==> src/rtl/mont_mul_param_pkg.sv <==
// Shared types for the Montgomery multiplier: controller states and the accumulator width.
package mont_pkg;

  typedef enum logic [1:0] {
    ST_IDLE = 2'd0,
    ST_RUN  = 2'd1,
    ST_FIN  = 2'd2
  } state_t;

  // Two guard bits keep acc + b + n (< 4n) exact.
  function automatic int acc_width(input int width);
    return width + 2;
  endfunction

endpackage

==> src/rtl/mont_mul_param_if.sv <==
// Operation request/response bundle between the exponentiation controller and the multiplier.
interface mont_mul_param_if #(
  parameter int WIDTH = 32
);
  logic             start;
  logic [WIDTH-1:0] a;
  logic [WIDTH-1:0] b;
  logic [WIDTH-1:0] n;
  logic             busy;
  logic             done;
  logic             err;
  logic [WIDTH-1:0] z;

  modport master (
    output start, a, b, n,
    input  busy, done, err, z
  );

  modport slave (
    input  start, a, b, n,
    output busy, done, err, z
  );
endinterface

==> src/rtl/mont_mul_param_step.sv <==
// One radix-2 Montgomery iteration: conditionally add b, make even by adding n, halve.
module mont_step
  import mont_pkg::*;
#(
  parameter int  WIDTH = 32,
  localparam int AW    = acc_width(WIDTH)
) (
  input  logic [AW-1:0]    acc,
  input  logic             bit_in,
  input  logic [WIDTH-1:0] b,
  input  logic [WIDTH-1:0] n,
  output logic [AW-1:0]    acc_next
);

  logic [AW-1:0] t1_s;
  logic [AW-1:0] t2_s;

  // Full-width sums; the halving drops only the forced-zero LSB.
  always_comb begin
    t1_s = acc;
    if (bit_in) begin
      t1_s = acc + {2'b00, b};
    end else begin
      t1_s = acc;
    end
    t2_s = t1_s;
    if (t1_s[0]) begin
      t2_s = t1_s + {2'b00, n};
    end else begin
      t2_s = t1_s;
    end
    acc_next = t2_s >> 1;
  end

endmodule

==> src/rtl/mont_mul_param.sv <==
// Radix-2 Montgomery multiplier: z = a*b*2^-WIDTH mod n, one iteration per clock,
// start/busy/done handshake and even-modulus flag.
module mont_mul_param
  import mont_pkg::*;
#(
  parameter int WIDTH = 32,
  parameter int CNT_W = $clog2(WIDTH + 1)
) (
  input logic             clk,
  input logic             rstn,
  mont_mul_param_if.slave bus
);

  localparam int AW = acc_width(WIDTH);

  state_t           state_r;
  logic [WIDTH-1:0] a_sh_r;
  logic [WIDTH-1:0] b_r;
  logic [WIDTH-1:0] n_r;
  logic [AW-1:0]    acc_r;
  logic [CNT_W-1:0] i_r;
  logic             busy_r;
  logic             done_r;
  logic             err_r;
  logic [WIDTH-1:0] z_r;

  logic [AW-1:0]    acc_next_s;
  logic [WIDTH-1:0] z_fin_s;
  logic             last_s;

  // a is consumed LSB-first by shifting, so the current bit is always a_sh_r[0].
  mont_step #(
    .WIDTH (WIDTH)
  ) u_step (
    .acc      (acc_r),
    .bit_in   (a_sh_r[0]),
    .b        (b_r),
    .n        (n_r),
    .acc_next (acc_next_s)
  );

  assign last_s = (i_r == CNT_W'(WIDTH - 1));

  // Final reduction; when acc >= n the true difference is < n, so low bits suffice.
  always_comb begin
    if (acc_r >= {2'b00, n_r}) begin
      z_fin_s = acc_r[WIDTH-1:0] - n_r;
    end else begin
      z_fin_s = acc_r[WIDTH-1:0];
    end
  end

  // Controller: accept, iterate WIDTH times, reduce and report.
  always_ff @(posedge clk or negedge rstn) begin
    if (!rstn) begin
      state_r <= ST_IDLE;
      a_sh_r  <= {WIDTH{1'b0}};
      b_r     <= {WIDTH{1'b0}};
      n_r     <= {WIDTH{1'b0}};
      acc_r   <= {AW{1'b0}};
      i_r     <= {CNT_W{1'b0}};
      busy_r  <= 1'b0;
      done_r  <= 1'b0;
      err_r   <= 1'b0;
      z_r     <= {WIDTH{1'b0}};
    end else begin
      case (state_r)
        ST_IDLE: begin
          done_r <= 1'b0;
          if (bus.start) begin
            a_sh_r  <= bus.a;
            b_r     <= bus.b;
            n_r     <= bus.n;
            acc_r   <= {AW{1'b0}};
            i_r     <= {CNT_W{1'b0}};
            err_r   <= 1'b0;
            busy_r  <= 1'b1;
            state_r <= ST_RUN;
          end else begin
            state_r <= ST_IDLE;
          end
        end
        ST_RUN: begin
          acc_r  <= acc_next_s;
          a_sh_r <= a_sh_r >> 1;
          i_r    <= i_r + CNT_W'(1);
          if (last_s) begin
            state_r <= ST_FIN;
          end else begin
            state_r <= ST_RUN;
          end
        end
        ST_FIN: begin
          z_r     <= z_fin_s;
          err_r   <= ~n_r[0];
          done_r  <= 1'b1;
          busy_r  <= 1'b0;
          state_r <= ST_IDLE;
        end
        default: begin
          busy_r  <= 1'b0;
          done_r  <= 1'b0;
          state_r <= ST_IDLE;
        end
      endcase
    end
  end

  assign bus.busy = busy_r;
  assign bus.done = done_r;
  assign bus.err  = err_r;
  assign bus.z    = z_r;

endmodule

==> src/flat_wrapper.sv <==
// flat-port wrapper written by rule: the top's interface ports become plain ports
module mont_mul_param_flat import mont_pkg::*;
#(
  parameter int WIDTH = 32,
  parameter int CNT_W = $clog2(WIDTH + 1)
)
  (clk, rstn, bus_start, bus_a, bus_b, bus_n, bus_busy, bus_done, bus_err, bus_z);
  mont_mul_param_if #(.WIDTH(WIDTH)) bus_i ();
  input logic clk;
  input logic rstn;
  input wire logic [$bits(bus_i.start)-1:0] bus_start;
  input wire logic [$bits(bus_i.a)-1:0] bus_a;
  input wire logic [$bits(bus_i.b)-1:0] bus_b;
  input wire logic [$bits(bus_i.n)-1:0] bus_n;
  output wire logic [$bits(bus_i.busy)-1:0] bus_busy;
  output wire logic [$bits(bus_i.done)-1:0] bus_done;
  output wire logic [$bits(bus_i.err)-1:0] bus_err;
  output wire logic [$bits(bus_i.z)-1:0] bus_z;
  assign bus_i.start = bus_start;
  assign bus_i.a = bus_a;
  assign bus_i.b = bus_b;
  assign bus_i.n = bus_n;
  assign bus_busy = bus_i.busy;
  assign bus_done = bus_i.done;
  assign bus_err = bus_i.err;
  assign bus_z = bus_i.z;
  mont_mul_param #(.WIDTH(WIDTH), .CNT_W(CNT_W)) u_core (.clk(clk), .rstn(rstn), .bus(bus_i));
endmodule
==> config.mk <==
export PLATFORM = sky130hd
export DESIGN_NAME = mont_mul_param_flat
export DESIGN_NICKNAME = d
export VERILOG_FILES = /design/src/rtl/mont_mul_param_pkg.sv /design/src/rtl/mont_mul_param_if.sv /design/src/rtl/mont_mul_param_step.sv /design/src/rtl/mont_mul_param.sv /design/src/flat_wrapper.sv
export SDC_FILE = /design/constraint.sdc
export NUM_CORES = 1
export LEC_CHECK = 0
export CAP_MARGIN = 20
export CORE_MARGIN = 3
export CORE_UTILIZATION = 55
export DETAILED_ROUTE_END_ITERATION = 8
export GPL_ROUTABILITY_DRIVEN = 0
export MAX_ROUTING_LAYER = met4
export PLACE_DENSITY = 0.76
export SLEW_MARGIN = 40
export SYNTH_ARGS = -nofsm -noshare
export SYNTH_HDL_FRONTEND = slang
export SYNTH_HIERARCHICAL = 1
export SYNTH_SLANG_ARGS = --single-unit
==> constraint.sdc <==
create_clock -name clk -period 6.5 [get_ports clk]
set_input_delay 1.3 -clock clk [delete_from_list [all_inputs] [get_ports clk]]
set_output_delay 1.3 -clock clk [all_outputs]
set_load 0.02 [all_outputs]
==> results.py <==
metrics = {
    "run_status": {
        "status": "completed",
    },
    "timing": {
        "slew_headroom": 0.434,
        "holdWs_ns": 0.481,
        "rsz0062_at_grt": "no",
        "drv_slew": 0,
        "hold_viol_final": 0,
        "timing.final.setup_violations": 0,
        "fin_crit_ns": 5.40,
        "skew_ns": 0.00991,
        "worst_pin_slew_ns": 0.849,
        "finalCritPeriodShare": 0.831,
        "fin_tns_setup_ns": 0,
        "max_freq_mhz": 185,
    },
    "route": {
        "vias_per_cell": 6.13,
        "num_vias": 12100,
        "first_iter_violations": 1082,
        "drt-total-wl_mm": 36.2,
        "firstDrtPassIters": 7,
        "ant_nets": 0,
        "wl_per_cell_um": 18.4,
        "drc": 0,
    },
    "logic_synthesis": {
        "synthTopCellsByArea": "dfrtp_1 (33%), ha_1 (9.3%), nand2_1 (7.7%)",
        "synth_ff_type": "dfrtp_1",
        "synth_nets": 1743,
        "ys_types": 88,
        "yosysTopAreaCell": "dfrtp_1",
        "synth_edf_count": 0,
        "synth_cells": 1545,
        "netlist.area_leader.share": 0.335,
        "netlist_area_um2": 12900,
        "avgSynthCellArea_um2": 8.37,
        "yosysMostFrequentCell": "nand2_1",
        "yosysWarnings": 6,
        "ys_ff_latch": 173,
        "yosysSeqAreaShare": 0.335,
        "yosys-top-cells-count": "nand2_1 (266), dfrtp_1 (173), a21oi_1 (137), o21ai_0 (133), ha_1 (96)",
        "async_flop_share": 1.00,
    },
    "global_routing": {
        "grt_pass1_vias": 11700,
        "grt.total_usage": 0.291,
        "antenna_found_initial": 0,
        "grt_pass1_wl_mm": 59.3,
        "globalRouteMet3Util": 0.0601,
        "busiest_layer": "met2",
        "grt_overflow": 0,
        "use_met1": 0.375,
        "grt_max_degree": 70,
        "grt_use_met2": 0.461,
    },
    "worst_setup_path": {
        "end_kind": "register",
        "critPathLaunchType": "register",
        "critPathMaxFanout": 9,
        "required_ns": 6.83,
        "crit_type": "reg -> reg",
        "arrival_ns": 5.73,
    },
    "place": {
        "dp.final_hpwl_mm": 25.9,
        "dpl_cell_area_um2": 14500,
        "port_buffers": 133,
    },
    "clock_network": {
        "clockBufferDepth": 2,
        "clk_pin_slew_ns": 0.08,
        "cts_hold_buf": 0,
        "cts_setup_buffers": 0,
        "htreeDepth": 4,
        "clk_latency_ns": 0.44,
        "cts_buffers": 17,
        "cts_tree": "built",
        "clock_sinks": 173,
        "cts_resized": 0,
        "cts-root-buf": "clkbuf_16",
    },
    "cells_and_area": {
        "final_layout_size_suffix_gt1_frac": 0.0629,
        "multi_input_area_um2": 8020,
        "fillers": 1954,
        "nets": 1838,
        "seq_area_um2": 4330,
        "fin_area_um2": 15100,
        "antenna_cells": 0,
        "area_delta_synth_final_pct": 16.8,
        "final_core_util": 0.661,
    },
    "die": {
        "core_um2": 22800,
        "num_rows": 55,
        "ioPinCount": 134,
        "dieArea_um2": 25400,
        "die_width_um": 159,
        "die_h_um": 159,
        "start_util": 0.566,
    },
    "job": {
        "maxCapViolCount": 0,
    },
    "worst_hold_path": {
        "worstHoldPathType": "reg -> reg",
    },
}
-- cell usage in the layout, fill, tap and decap left out, types with 10 or more instances in the layout --
| master | n |
|---|---|
| o21ai_0 | 133 |
| and3_1 | 11 |
| o21a_1 | 13 |
| xor2_1 | 33 |
| dfrtp_1 | 173 |
| clkbuf_16 | 17 |
| xnor2_1 | 44 |
| o211ai_1 | 13 |
| a31oi_1 | 10 |
| a21o_1 | 24 |
| ha_1 | 96 |
| nor2_1 | 55 |
| mux2_2 | 29 |
| buf_4 | 11 |
| nand2_1 | 265 |
| a22o_1 | 36 |
| nand4_1 | 13 |
| clkdlybuf4s50_1 | 132 |
| nor3_1 | 18 |
| a21oi_1 | 137 |
| mux2i_1 | 28 |
| o21ai_1 | 39 |
| o21bai_1 | 10 |
| nor2b_1 | 40 |
| nand3_1 | 23 |
| a22oi_1 | 33 |
| inv_1 | 74 |
-- final cells by class --
class / instances / area share
repair buffers: 147 / 0.0968
clock buffers: 17 / 0.0282
flip-flops and latches: 173 / 0.287
well taps: 313 / 0.0259
clock inverters: 15 / 0.0124
inverters: 75 / 0.0187
multi-input cells: 1226 / 0.531
-- per-layer routing --
layer | share of wire | vias to the layer above | routed length [µm]
li1 | - | 5730 | -
met1 | 0.44 | 5766 | 15900
met2 | 0.45 | 475 | 16500
met3 | 0.075 | 85 | 2710
met4 | 0.031 | 0 | 1130
met5 | 0 | - | 0
-- kinds of logic after synthesis --
group,synth area share
AOI/OAI and AO/OA,0.254
and+or+nand+nor,0.166
DFF,0.335
buffers and inverters,0.0470
adders and majority gates,0.0976
xor gates and xnor gates,0.0522
muxes,0.0480
other,0.000290
-- state kept, by name, indices dropped and copies added (netlist names) --
register         cells
u_core/i_r           6
u_core/bus.done      1
u_core/a_sh_r       32
u_core/n_r          32
u_core/bus.busy      1
u_core/bus.z        32
u_core/b_r          32
u_core/bus.err       1
u_core/state_r       2
u_core/acc_r        34
-- worst max-delay path, stage by stage, from the launching register on --
cell and delay, ns:
dfrtp_1 0.50, ha_1 0.27, fa_1 0.44, a211oi_1 0.28
o21ai_1 0.22, o21ai_1 0.21, nand2_1 0.11, a21o_1 0.20
a21oi_1 0.17, xnor2_1 0.08, mux2_2 0.28, ha_1 0.35
a21oi_1 0.08, o21ai_0 0.31, a211oi_1 0.10, a31o_2 0.27
o31ai_4 0.41, a2111oi_1 0.18, nor4_1 0.27, a211oi_1 0.08
a221o_1 0.26, a22o_1 0.19
-- stage by stage --
stage	cells	setup slack (ns)
after global routing	1966	0.879
after global placement	1933	1.47
final	1966	1.10
after detailed placement	1933	1.38
after floorplan	1545	1.89
after CTS	1965	1.24
-- path summary, 6_finish.rpt --
kind,to,depth (start not counted),slack [ns],startpoint
min reg2reg,u_core/bus.z[4],2,0.48,u_core/bus.z[4]
max,u_core/acc_r[30],21,1.10,u_core/acc_r[0]
min in group asynchronous,u_core/bus.z[15],1,0.80,rstn
min,u_core/bus.z[4],2,0.48,u_core/bus.z[4]
max in group asynchronous,u_core/b_r[28],2,4.60,rstn
max reg2reg,u_core/acc_r[30],21,1.10,u_core/acc_r[0]
Power is left out: the tool's default activity adds up to more than one toggle a clock period on the data nets, which glitch-free logic cannot reach.
==> edit 1: new RTL, same flow settings <==
`WIDTH` is set to 32 in 4 places; all go to 64.
--- a/src/rtl/mont_mul_param_if.sv
+++ b/src/rtl/mont_mul_param_if.sv
@@ -2,3 +2,3 @@
 interface mont_mul_param_if #(
-  parameter int WIDTH = 32
+  parameter int WIDTH = 64
 );
--- a/src/rtl/mont_mul_param_step.sv
+++ b/src/rtl/mont_mul_param_step.sv
@@ -4,3 +4,3 @@
 #(
-  parameter int  WIDTH = 32,
+  parameter int  WIDTH = 64,
   localparam int AW    = acc_width(WIDTH)
--- a/src/rtl/mont_mul_param.sv
+++ b/src/rtl/mont_mul_param.sv
@@ -5,3 +5,3 @@
 #(
-  parameter int WIDTH = 32,
+  parameter int WIDTH = 64,
   parameter int CNT_W = $clog2(WIDTH + 1)
--- a/src/flat_wrapper.sv
+++ b/src/flat_wrapper.sv
@@ -3,3 +3,3 @@
 #(
-  parameter int WIDTH = 32,
+  parameter int WIDTH = 64,
   parameter int CNT_W = $clog2(WIDTH + 1)
Interface: changed (resized bus_a, bus_b, bus_n and bus_z); port bits go from 134 to 262. The function was not compared with the original's and may differ.
==> edit 1 against the original RTL <==
The flow now finishes with violations (design-rule violations). Area after synthesis rose by 100%. Sequential cell count is 161 higher. Design area up 100%. First-iteration DRC count increased to 2.7 times the old value. Setup slack got worse by 0.63 ns. Clock skew up 0.026 ns. Wire length up 140%. Highest routed layer unchanged.
Power is left out: the tool's default activity adds up to more than one toggle a clock period on the data nets, which glitch-free logic cannot reach.
==> edit 1: results (changes against the original RTL) <==
min-delay-start: "u_core/a_sh_r[1]"
track_usage: 0.348  # +0.0572
r2r_end: "u_core/acc_r[56]"
critical_path.max_fanout: 5  # -4
yosys-top-cells-area: "dfrtp_1 32%, nand2_1 12%, ha_1 9.1%, a21oi_1 4.9%, o21ai_0 4.0%"
status: "complete, but fails checks"
fin_skew_ns: 0.0358  # +0.0259 ns
syn_inst: 3395  # +120%
place_inst: 4109  # +110%
dp_slack_ns: 0.684  # -0.693 ns
nets: 3933  # +110%
crit_required_ns: 6.96  # +0.13 ns
first_global_vias: 25400  # +120%
yosysWarnings: 6  # unchanged
vias: 26500  # +120%
violations: "design-rule violations"
seqCellArea_mm2: 0.00836  # +93%
fillCellCount: 4028  # +110%
min_to: "u_core/a_sh_r[1]"
grt_util_met1: 0.447  # +0.0716
synthMuxAreaShare: 0.0482  # +0.000174
vias_per_cell: 6.34  # +3.4%
syn-num-nets: 3785  # +120%
use_met2: 0.521  # +0.0604
path_clk_slew_ns: 0.06  # -0.02 ns
arrival_ns: 6.49  # +0.76 ns
largest_register: "u_core/acc_r"
grt_pass1_wl_mm: 138  # +130%
rr_startpoint: "u_core/b_r[0]"
cts_buffer_depth: 3  # +1
slowest_stage: "or3_1"
h-tree-depth: 2  # -2
drt-initial-drc-count: 2873  # +170%
clock_latency_ns: 0.58  # +0.14 ns
yosysUniqueCellTypes: 83  # -5.7%
grt_max_degree: 162  # +130%
holdWs_ns: 0.477  # -0.00363 ns
yosysSeqAreaShare: 0.316  # -0.0187
whs_path_depth: 2  # unchanged
hold_path_class: "reg -> reg"
synth_fa_ha_area_frac: 0.0931  # -0.00442
worstMarginPinSlew_ns: 0.939  # +0.0893 ns
io_buffers: 261  # +96%
cts_inserted_buffers: 38  # +21
rr_worst_depth: 24  # +14%
dpl.hpwl_mm: 65.8  # +150%
synth_compound_area_frac: 0.230  # -0.0244
antenna_found_initial: 2  # +2
dr.pass1.iters: 9  # +2
netlist_top_cells_count: "813 x nand2_1, 334 x dfrtp_1, 260 x a21oi_1"
drive_above_1_share: 0.0535  # -0.00944
synth_xor_xnor_area_share: 0.0600  # +0.00780
largest_reg_flops: 66  # +94%
grtUsageMet3: 0.0775  # +0.0174
place_area_mm2: 0.0294  # +100%
ys_async_sr_fraction: 1.00  # unchanged
slowest_delay_ns: 0.45  # -0.05 ns
drcViolationCount: 10  # +10
ff2ff_setup_slack_ns: 0.47  # -0.63 ns
avgRoutedWirePerCell_um: 21.0  # +14%
-- edit 1: changes by cell type after synthesis, moves of 93 or more --
cell and change:
nand2_1 +547, dfrtp_1 +161, a21oi_1 +123, nor2_1 +117, ha_1 +96, clkbuf_1 +93
-- edit 1: layout make-up --
class,instances,share of cell area
diodes,2,0.000163
clock buffers,51,0.0354
clock inverters,18,0.00829
inverters,114,0.0139
multi-input cells,2763,0.551
flip-flops and latches,334,0.272
well taps,607,0.0247
repair buffers,292,0.0952
-- edit 1: cells by family (layout without fill, tap and decap cells) --
group,count (synthesis),after routing
and+or+nand+nor,1296,1296
other,1,3
adders and majority gates,195,195
xor gates and xnor gates,181,181
AOI/OAI and AO/OA,971,971
muxes,119,119
DFF,334,334
buffers and inverters,298,475
-- edit 1: layer usage --
metal	vias to the layer above	wire length (µm)
met1	12400	35300
met3	313	9270
met4	0	4920
met2	1570	38200
li1	12300	-
met5	-	0
==> edit 2: new RTL, same flow settings <==
Without the edit above. The 3 states of `state_t` get a one-hot encoding in 3 bits.
--- a/src/rtl/mont_mul_param_pkg.sv
+++ b/src/rtl/mont_mul_param_pkg.sv
@@ -3,6 +3,6 @@
 
-  typedef enum logic [1:0] {
-    ST_IDLE = 2'd0,
-    ST_RUN  = 2'd1,
-    ST_FIN  = 2'd2
+  typedef enum logic [2:0] {
+    ST_IDLE = 3'b001,
+    ST_RUN  = 3'b010,
+    ST_FIN  = 3'b100
   } state_t;
Check against the original RTL: no difference found for any inputs over 10 cycles, from zero or initial values and one cycle with rstn low; not proved beyond that.
==> edit 2 against the original RTL <==
Global-route usage is 1.0 points lower. Maximum frequency grew 2.9%. Sequential cell count grew 1. Design area down 0.61%. Area after synthesis is 0.50% lower. Non-clock buffer count fell by 3. Setup slack gained 0.15 ns. Wire length is 2.5% lower. Hold slack got worse by 0.0063 ns. Sequential share of layout area rose by 0.35 points. Critical path depth is the same.
==> edit 2: results (changes against the original RTL) <==
dr_wl_met2_mm: 15.3  # -7.0%
synth_compound_area_frac: 0.228  # -0.0259
nClkBuffers: 19  # +2
r2r_end: "u_core/acc_r[29]"
first_global_vias: 11100  # -4.7%
yosysUniqueCellTypes: 87  # -1.1%
min_to: "u_core/a_sh_r[8]"
dr.pass1.iters: 5  # -2
fillCellCount: 1937  # -0.87%
grt_pass1_wl_mm: 56.7  # -4.5%
synth_xor_xnor_area_share: 0.0524  # +0.000264
grt_max_degree: 79  # +13%
fin_skew_ns: 0.0118  # +0.00191 ns
n_all_buffers: 144  # -2.0%
synth_fa_ha_area_frac: 0.0980  # +0.000493
multi_input_area_mm2: 0.00799  # -0.36%
yosysSeqAreaShare: 0.339  # +0.00374
drive_above_1_share: 0.0648  # +0.00184
vias: 12000  # -0.80%
critical_path.max_fanout: 8  # -1
netlist_top_cells_count: "426 x nand2_1, 173 x dfrtp_1, 122 x o21ai_0"
seqCellArea_mm2: 0.00436  # +0.61%
holdWs_ns: 0.474  # -0.00630 ns
dpl.hpwl_mm: 26.1  # +0.50%
drt-initial-drc-count: 1183  # +9.3%
final-clk-cell-share: 0.0388  # -0.00183
min-delay-start: "u_core/a_sh_r[8]"
grtUsageMet3: 0.0583  # -0.00182
nets: 1899  # +3.3%
synth-seq-cells: 174  # +0.58%
avgRoutedWirePerCell_um: 17.4  # -5.4%
worstMarginPinSlew_ns: 0.833  # -0.0163 ns
synthMuxAreaShare: 0.0327  # -0.0153
use_met2: 0.415  # -0.0462
status: "finished, final reports clean"
wl_met1_mm: 16.0  # +0.68%
==> edit 2: cell types whose count changed in the layout (fill, tap and decap cells not counted), sizes merged, moves of 17 or more <==
cell,before,now
inv,83,63
a21oi,137,98
mux2i,29,9
nor2,56,73
nor2b,43,9
a22o,36,0
a31oi,11,32
nand2,266,427
o21ai,174,150
==> edit 2: per-stage QoR <==
stage | cells | utilization | cell area [µm²] | total power [µW] | worst slack (ns)
floorplan | 1608 | - | 12900 | 6030 | 1.95
global placement | 1994 | 0.631 | 14400 | 7090 | 1.50
detailed placement | 1995 | 0.633 | 14400 | 7230 | 1.34
CTS | 2027 | 0.659 | 15000 | 8320 | 1.29
global route | 2027 | 0.659 | 15000 | 9100 | 0.935
finish | 2027 | 0.659 | 15000 | 8420 | 1.25
